==> config.mk <==
export PLATFORM = sky130hd
export DESIGN_NAME = comp_window_meter_flat
export DESIGN_NICKNAME = d
export VERILOG_FILES = /design/src/rtl/comp_window_meter_if.sv /design/src/rtl/comp_window_meter.sv /design/src/flat_wrapper.sv
export SDC_FILE = /design/constraint.sdc
export NUM_CORES = 1
export LEC_CHECK = 0
export ABC_AREA = 1
export CAP_MARGIN = 5
export CORE_MARGIN = 5
export CORE_UTILIZATION = 40
export CTS_CLUSTER_SIZE = 40
export DETAILED_ROUTE_END_ITERATION = 12
export PLACE_DENSITY = 0.65
export RECOVER_POWER = 100
export REMOVE_ABC_BUFFERS = 1
export SLEW_MARGIN = 20
export SYNTH_ARGS = -nofsm -noshare
export SYNTH_HDL_FRONTEND = slang
export SYNTH_SLANG_ARGS = --single-unit
export TNS_END_PERCENT = 5
==> constraint.sdc <==
create_clock -name clk -period 3 [get_ports clk]
set_clock_uncertainty 0.15 [all_clocks]
set_input_delay 0.45 -clock clk [delete_from_list [all_inputs] [get_ports clk]]
set_output_delay 0.45 -clock clk [all_outputs]
set_load 0.01 [all_outputs]
==> src/rtl/comp_window_meter_if.sv <==
// Bundles the comparator inputs, window control and measurement results of
// comp_window_meter; master drives control/comparators, slave is the meter.
interface comp_window_meter_if #(
  parameter int N_CH  = 4,
  parameter int CNT_W = 16,
  parameter int WIN_W = 16
);
  logic [N_CH-1:0]       comp_in;
  logic [WIN_W-1:0]      window_len;
  logic                  start;
  logic                  stop;
  logic                  continuous;
  logic [N_CH-1:0]       comp_lvl;
  logic                  busy;
  logic                  res_valid;
  logic [N_CH*CNT_W-1:0] high_cnt;
  logic [N_CH*CNT_W-1:0] edge_cnt;
  logic [N_CH-1:0]       ovf;

  modport master (
    output comp_in, window_len, start, stop, continuous,
    input  comp_lvl, busy, res_valid, high_cnt, edge_cnt, ovf
  );

  modport slave (
    input  comp_in, window_len, start, stop, continuous,
    output comp_lvl, busy, res_valid, high_cnt, edge_cnt, ovf
  );
endinterface

==> src/rtl/comp_window_meter.sv <==
// Multi-channel comparator window meter: synchronise and glitch-filter each
// comparator, then measure per-channel high-time and rising edges per window.
module comp_window_meter #(
  parameter int N_CH        = 4,
  parameter int CNT_W       = 16,
  parameter int WIN_W       = 16,
  parameter int SYNC_STAGES = 2,
  parameter int FILT_LEN    = 3
) (
  input  logic                clk,
  input  logic                rst_n,
  comp_window_meter_if.slave  bus
);
  localparam int              FC_W      = $clog2(FILT_LEN + 1);
  localparam logic [FC_W-1:0] FILT_LAST = FC_W'(FILT_LEN - 1);
  localparam logic [CNT_W-1:0] CNT_MAX  = '1;

  typedef enum logic {IDLE = 1'b0, RUN = 1'b1} state_t;

  logic [SYNC_STAGES-1:0][N_CH-1:0] sync_r;
  logic [N_CH-1:0]                  sync_s;
  logic [N_CH-1:0][FC_W-1:0]        filt_cnt_r;
  logic [N_CH-1:0]                  lvl_r;
  logic [N_CH-1:0]                  lvl_prev_r;
  logic [N_CH-1:0]                  rise_s;

  state_t                           state_r;
  logic [WIN_W-1:0]                 win_len_r;
  logic [WIN_W-1:0]                 win_cnt_r;
  logic                             cont_r;
  logic                             win_end_s;
  logic [N_CH-1:0][CNT_W-1:0]       high_acc_r;
  logic [N_CH-1:0][CNT_W-1:0]       edge_acc_r;
  logic [N_CH-1:0][CNT_W-1:0]       high_nxt_s;
  logic [N_CH-1:0][CNT_W-1:0]       edge_nxt_s;
  logic [N_CH-1:0][CNT_W-1:0]       high_res_r;
  logic [N_CH-1:0][CNT_W-1:0]       edge_res_r;
  logic [N_CH-1:0]                  ovf_acc_r;
  logic [N_CH-1:0]                  ovf_nxt_s;
  logic [N_CH-1:0]                  ovf_r;
  logic                             res_valid_r;

  function automatic logic [CNT_W-1:0] sat_inc(input logic [CNT_W-1:0] cnt, input logic inc);
    if (inc && (cnt != CNT_MAX)) return cnt + CNT_W'(1);
    else return cnt;
  endfunction

  function automatic logic sat_hit(input logic [CNT_W-1:0] cnt, input logic inc);
    return inc && (cnt == CNT_MAX);
  endfunction

  assign sync_s    = sync_r[SYNC_STAGES-1];
  assign rise_s    = lvl_r & ~lvl_prev_r;
  assign win_end_s = (win_cnt_r == (win_len_r - WIN_W'(1)));

  // Synchroniser chain for the asynchronous comparator outputs
  always_ff @(posedge clk or negedge rst_n) begin
    if (!rst_n) begin
      sync_r <= '0;
    end else begin
      sync_r <= {sync_r[SYNC_STAGES-2:0], bus.comp_in};
    end
  end

  // Glitch filter: level flips only after FILT_LEN consecutive disagreeing samples
  always_ff @(posedge clk or negedge rst_n) begin
    if (!rst_n) begin
      filt_cnt_r <= '0;
      lvl_r      <= '0;
      lvl_prev_r <= '0;
    end else begin
      lvl_prev_r <= lvl_r;
      for (int c = 0; c < N_CH; c++) begin
        if (sync_s[c] == lvl_r[c]) begin
          filt_cnt_r[c] <= '0;
        end else if (filt_cnt_r[c] == FILT_LAST) begin
          filt_cnt_r[c] <= '0;
          lvl_r[c]      <= ~lvl_r[c];
        end else begin
          filt_cnt_r[c] <= filt_cnt_r[c] + FC_W'(1);
        end
      end
    end
  end

  // Next accumulator values with saturation and sticky overflow
  always_comb begin
    high_nxt_s = high_acc_r;
    edge_nxt_s = edge_acc_r;
    ovf_nxt_s  = ovf_acc_r;
    for (int c = 0; c < N_CH; c++) begin
      high_nxt_s[c] = sat_inc(high_acc_r[c], lvl_r[c]);
      edge_nxt_s[c] = sat_inc(edge_acc_r[c], rise_s[c]);
      ovf_nxt_s[c]  = ovf_acc_r[c] | sat_hit(high_acc_r[c], lvl_r[c])
                                   | sat_hit(edge_acc_r[c], rise_s[c]);
    end
  end

  // Window FSM: accumulate in RUN, publish results at window end
  always_ff @(posedge clk or negedge rst_n) begin
    if (!rst_n) begin
      state_r     <= IDLE;
      win_len_r   <= '0;
      win_cnt_r   <= '0;
      cont_r      <= 1'b0;
      high_acc_r  <= '0;
      edge_acc_r  <= '0;
      ovf_acc_r   <= '0;
      high_res_r  <= '0;
      edge_res_r  <= '0;
      ovf_r       <= '0;
      res_valid_r <= 1'b0;
    end else begin
      res_valid_r <= 1'b0;
      case (state_r)
        IDLE: begin
          if (bus.start && !bus.stop) begin
            state_r    <= RUN;
            win_len_r  <= (bus.window_len == '0) ? WIN_W'(1) : bus.window_len;
            cont_r     <= bus.continuous;
            win_cnt_r  <= '0;
            high_acc_r <= '0;
            edge_acc_r <= '0;
            ovf_acc_r  <= '0;
          end
        end
        RUN: begin
          // stop wins over window end, so an aborted window never publishes
          if (bus.stop) begin
            state_r <= IDLE;
          end else if (win_end_s) begin
            high_res_r  <= high_nxt_s;
            edge_res_r  <= edge_nxt_s;
            ovf_r       <= ovf_nxt_s;
            res_valid_r <= 1'b1;
            high_acc_r  <= '0;
            edge_acc_r  <= '0;
            ovf_acc_r   <= '0;
            win_cnt_r   <= '0;
            state_r     <= cont_r ? RUN : IDLE;
          end else begin
            high_acc_r <= high_nxt_s;
            edge_acc_r <= edge_nxt_s;
            ovf_acc_r  <= ovf_nxt_s;
            win_cnt_r  <= win_cnt_r + WIN_W'(1);
          end
        end
        default: state_r <= IDLE;
      endcase
    end
  end

  assign bus.comp_lvl  = lvl_r;
  assign bus.busy      = (state_r == RUN);
  assign bus.res_valid = res_valid_r;
  assign bus.high_cnt  = high_res_r;
  assign bus.edge_cnt  = edge_res_r;
  assign bus.ovf       = ovf_r;
endmodule
==> src/flat_wrapper.sv <==
// flat-port wrapper written by rule: the top's interface ports become plain ports
module comp_window_meter_flat 
#(
  parameter int N_CH        = 4,
  parameter int CNT_W       = 16,
  parameter int WIN_W       = 16,
  parameter int SYNC_STAGES = 2,
  parameter int FILT_LEN    = 3
)
  (clk, rst_n, bus_comp_in, bus_window_len, bus_start, bus_stop, bus_continuous, bus_comp_lvl, bus_busy, bus_res_valid, bus_high_cnt, bus_edge_cnt, bus_ovf);
  comp_window_meter_if #(.N_CH(N_CH), .CNT_W(CNT_W), .WIN_W(WIN_W)) bus_i ();
  input  logic clk;
  input  logic rst_n;
  input wire logic [$bits(bus_i.comp_in)-1:0] bus_comp_in;
  input wire logic [$bits(bus_i.window_len)-1:0] bus_window_len;
  input wire logic [$bits(bus_i.start)-1:0] bus_start;
  input wire logic [$bits(bus_i.stop)-1:0] bus_stop;
  input wire logic [$bits(bus_i.continuous)-1:0] bus_continuous;
  output wire logic [$bits(bus_i.comp_lvl)-1:0] bus_comp_lvl;
  output wire logic [$bits(bus_i.busy)-1:0] bus_busy;
  output wire logic [$bits(bus_i.res_valid)-1:0] bus_res_valid;
  output wire logic [$bits(bus_i.high_cnt)-1:0] bus_high_cnt;
  output wire logic [$bits(bus_i.edge_cnt)-1:0] bus_edge_cnt;
  output wire logic [$bits(bus_i.ovf)-1:0] bus_ovf;
  assign bus_i.comp_in = bus_comp_in;
  assign bus_i.window_len = bus_window_len;
  assign bus_i.start = bus_start;
  assign bus_i.stop = bus_stop;
  assign bus_i.continuous = bus_continuous;
  assign bus_comp_lvl = bus_i.comp_lvl;
  assign bus_busy = bus_i.busy;
  assign bus_res_valid = bus_i.res_valid;
  assign bus_high_cnt = bus_i.high_cnt;
  assign bus_edge_cnt = bus_i.edge_cnt;
  assign bus_ovf = bus_i.ovf;
  comp_window_meter #(.N_CH(N_CH), .CNT_W(CNT_W), .WIN_W(WIN_W), .SYNC_STAGES(SYNC_STAGES), .FILT_LEN(FILT_LEN)) u_core (.clk(clk), .rst_n(rst_n), .bus(bus_i));
endmodule
==> results.md <==
* VDD IR max at 0.000338 V
* Power share of the clock group at 35.7%
* DRC violations left at 0
* DRT iter0 DRCs at 983
* CTS tree: yes
* Synth unique cells at 34
* Utilization after layout at 49.0%
* Crit path max-delay cell type: dfrtp_1
* Vias/cell at 5.07
* Nature of the critical path endpoint: flip-flop
* Synthesized flop and latch total at 323
* Hpwl dp at 32,400 um
* Worst skew pair latency at 560 ps
* Fraction of registers with async set/reset at 100%
* Switching Power at 0.00519 W
* Final nets at 2,600
* Tightest Pin Transition at 2040 ps
* Slew Viols, Final at 71
* TritonCTS Buffers at 38
* R2r endpoint: u_core.bus.high_cnt[18]
* Hold Crit Depth at 0
* Fmax at 366 MHz
* Slew HR at -36.3%
* Initial antenna violation count at 0
* DR vias at 16,174
* Pin count of the biggest net entering global routing at 80
* Die area at 49,000 um^2
* WHS Endpoint: u_core.sync_s[2]
* Max Cap Violations at 1
* Largest delay share family, worst path: simple AND/OR/NAND/NOR gates
* Final number of hold-violating endpoints at 0
* First drt pass iteration count at 5
* CP most frequent cell: nand2_1
* Most frequent cells in the layout: 883 x nand2_1, 323 x dfrtp_1, 236 x nand3_1
* CP bufs+invs at 2
* Design Area, Final at 21,700 um^2
* Final setup fails at 0
* Min cycle time layout at 2730 ps
* Synthesized area at 17,900 um^2
* RSZ-0062 raised after global routing: false
* H-tree depth at 2
* RR Startpoint: u_core.win_len_r[0]
* R2R cell count at 14
* # rows at 77
* Clock sinks at 323
* Core Region at 44,200 um^2
* Run status: finished, violations left
* Critical path fanouts, max at 57
* Placed Instance Area at 20,200 um^2
* Internal power at 0.00960 W
* Die Ht at 221 um
* Seq/Total Area, Yosys at 45.3%
* # hold bufs at CTS at 1
* Failing checks: max-capacitance violations, max-slew violations
* Synth warn at 0
* Crit-path cells: inv_1 > ha_1 > nand2_2 > nor2_4 > nand2_1 > nand2_1 > nand2_1 > nor2_1 > nand3_1 > nor2_4 > nand3_4 > buf_4 > nand2_1 > nand2_1
* Critical path origin: u_core.win_len_r[0]
* Gate count of the mapped netlist at 2,446
* WL final at 48,100 um
* Combinational share of power at 25.3%
* Wire per inst at 15.1 um
* Max incr delay on CP at 390 ps
* First-pass GRT wire length at 80,500 um
* Setup bufs post-CTS at 0
* Prevailing post-synth register cell: dfrtp_1
* Initial core utilization at 40.4%
* Vias in the first global route at 15,621
* CP startpoint kind: flip-flop
* R2r setup slk at 270 ps
* Share of cells above drive strength 1 at 4.97%
* Avg Cell Area, Syn at 7.30 um^2
* Overall routing resource usage at 19.2%
* GRT Residual Overflow at 0
* Worst path arrival time at 3020 ps
* Synth-to-Final Area Change at 21.3%
* Clock Tree Buf Depth at 3
* Port Buf Inserts at 162
* DRT antenna net count at 0
* WP data required at 3290 ps
* Fin crit share at 91.0%
* CTS root buf: clkbuf_16
* Leading cell type in the layout, fill and taps excluded: nand2_1
* Sequential Power Share at 39.0%
* Power Density at 683 nW/um^2
* Leakage at 11.5 nW
* EDFF count, synth at 0
* Setup CP Type: flip-flop to flip-flop
* Hold path startpoint: u_core.sync_r[2]
* GP Congestion at 0.875
* CTS clock-pin slew for the worst setup and hold paths at 60 ps
* Sw Ratio at 35.1%
* Number of diodes at 0
* Io pins at 163
* Post-CTS sizing at 0
* DIE WIDTH at 221 um
* Type of the worst min-delay path: flip-flop to flip-flop
-- sequential cells by signal (all words and copies together) (netlist names) --
register and count:
u_core.sync_s 4, u_core.sync_r 4, u_core.win_cnt_r 16, u_core.bus.res_valid 1
u_core.high_acc_r 64, u_core.filt_cnt_r 8, u_core.win_len_r 16, u_core.edge_acc_r 64
u_core.bus.high_cnt 64, u_core.ovf_acc_r 4, u_core.bus.ovf 4, u_core.lvl_prev_r 4
u_core.bus.comp_lvl 4, u_core.cont_r 1, u_core.bus.edge_cnt 64, u_core.bus.busy 1
-- power by group through the flow --
stage / registers [W] / logic (W) / clock network (W)
floorplan: 0.00564 / 0.00266 / 0
global placement: 0.00580 / 0.00369 / 0
detailed placement: 0.00582 / 0.00376 / 0
CTS: 0.00575 / 0.00379 / 0.00544
global route: 0.00587 / 0.00431 / 0.00558
finish: 0.00576 / 0.00375 / 0.00528
-- per-stage QoR --
stage / cells / power, W / setup TNS [ps] / hold WS [ps] / worst slack, ps
after CTS: 3187 / 0.0150 / 0 / 146 / 267
after detailed placement: 3116 / 0.00958 / 0 / 186 / 287
final: 3187 / 0.0148 / 0 / 199 / 271
after global routing: 3187 / 0.0158 / 0 / 209 / 36.6
after floorplan: 2322 / 0.00830 / -4254480 / 4.41 / -19200
after global placement: 3116 / 0.00949 / 0 / 187 / 387
-- worst reg2reg max path: stages, from the launching register on --
cell and delay [ps]:
dfrtp_1 390, inv_1 140, ha_1 250, nand2_2 120, nor2_4 180, nand2_1 90, nand2_1 70, nand2_1 60
nor2_1 100, nand3_1 130, nor2_4 240, nand3_4 120, buf_4 330, nand2_1 190, nand2_1 70
-- worst max path at each step --
stage	endpoint	slack, ps	cells after the start
4_1_cts	u_core.bus.edge_cnt[19]	270	13
5_1_grt	u_core.bus.edge_cnt[46]	40	13
3_5_place_dp	u_core.bus.edge_cnt[17]	290	13
2_1_floorplan	u_core.bus.busy	-19200	5
6_report	u_core.bus.high_cnt[18]	270	14
3_3_place_gp	u_core.bus.ovf[1]	390	14
-- cell usage after synthesis (3+ instances only) --
cell type	count	area, um^2
a21oi_1	29	145
buf_1	10	37.5
buf_2	51	255
clkbuf_1	61	229
dfrtp_1	323	8080
ha_1	10	125
inv_1	214	803
nand2_1	883	3310
nand2_2	3	18.8
nand3_1	236	1180
nand3b_1	12	90.1
nand4_1	156	976
nor2_1	178	668
nor2_2	4	25.0
nor2_4	3	33.8
nor3_1	44	220
nor4_1	7	43.8
o21ai_0	83	415
o21bai_1	7	52.6
or2_2	7	43.8
xnor2_1	26	228
xor2_1	85	744
-- cell families (layout without fill, tap and decap cells) --
logic type / count (synthesis) / after routing / synth area share, %
AOI/OAI and AO/OA: 127 / 127 / 3.78
xor gates and xnor gates: 112 / 112 / 5.57
adders and majority gates: 10 / 10 / 0.701
buffers and inverters: 339 / 488 / 7.55
DFF: 323 / 323 / 45.3
and+or+nand+nor: 1535 / 1535 / 37.1
-- per-layer routing --
metal	routed length [um]	vias up	part of all wire, %	GRT usage (%)
met4	1530	0	3.2	7.18
met1	22200	7624	46	25.9
li1	-	8128	-	-
met5	0	-	0	0
met3	1990	87	4.1	2.85
met2	22400	335	46	31.6
-- cell type report --
cell class                      count  area (um^2)
Clock buffer                       49         1090
Fill cell                        4264        22600
Multi-Input combinational cell   1784         8460
Inverter                          215          807
Sequential cell                   323         8080
Tap cell                          592          741
Timing Repair Buffer              203         2130
Clock inverter                     21          359
(Power assumes the default switching activity.)
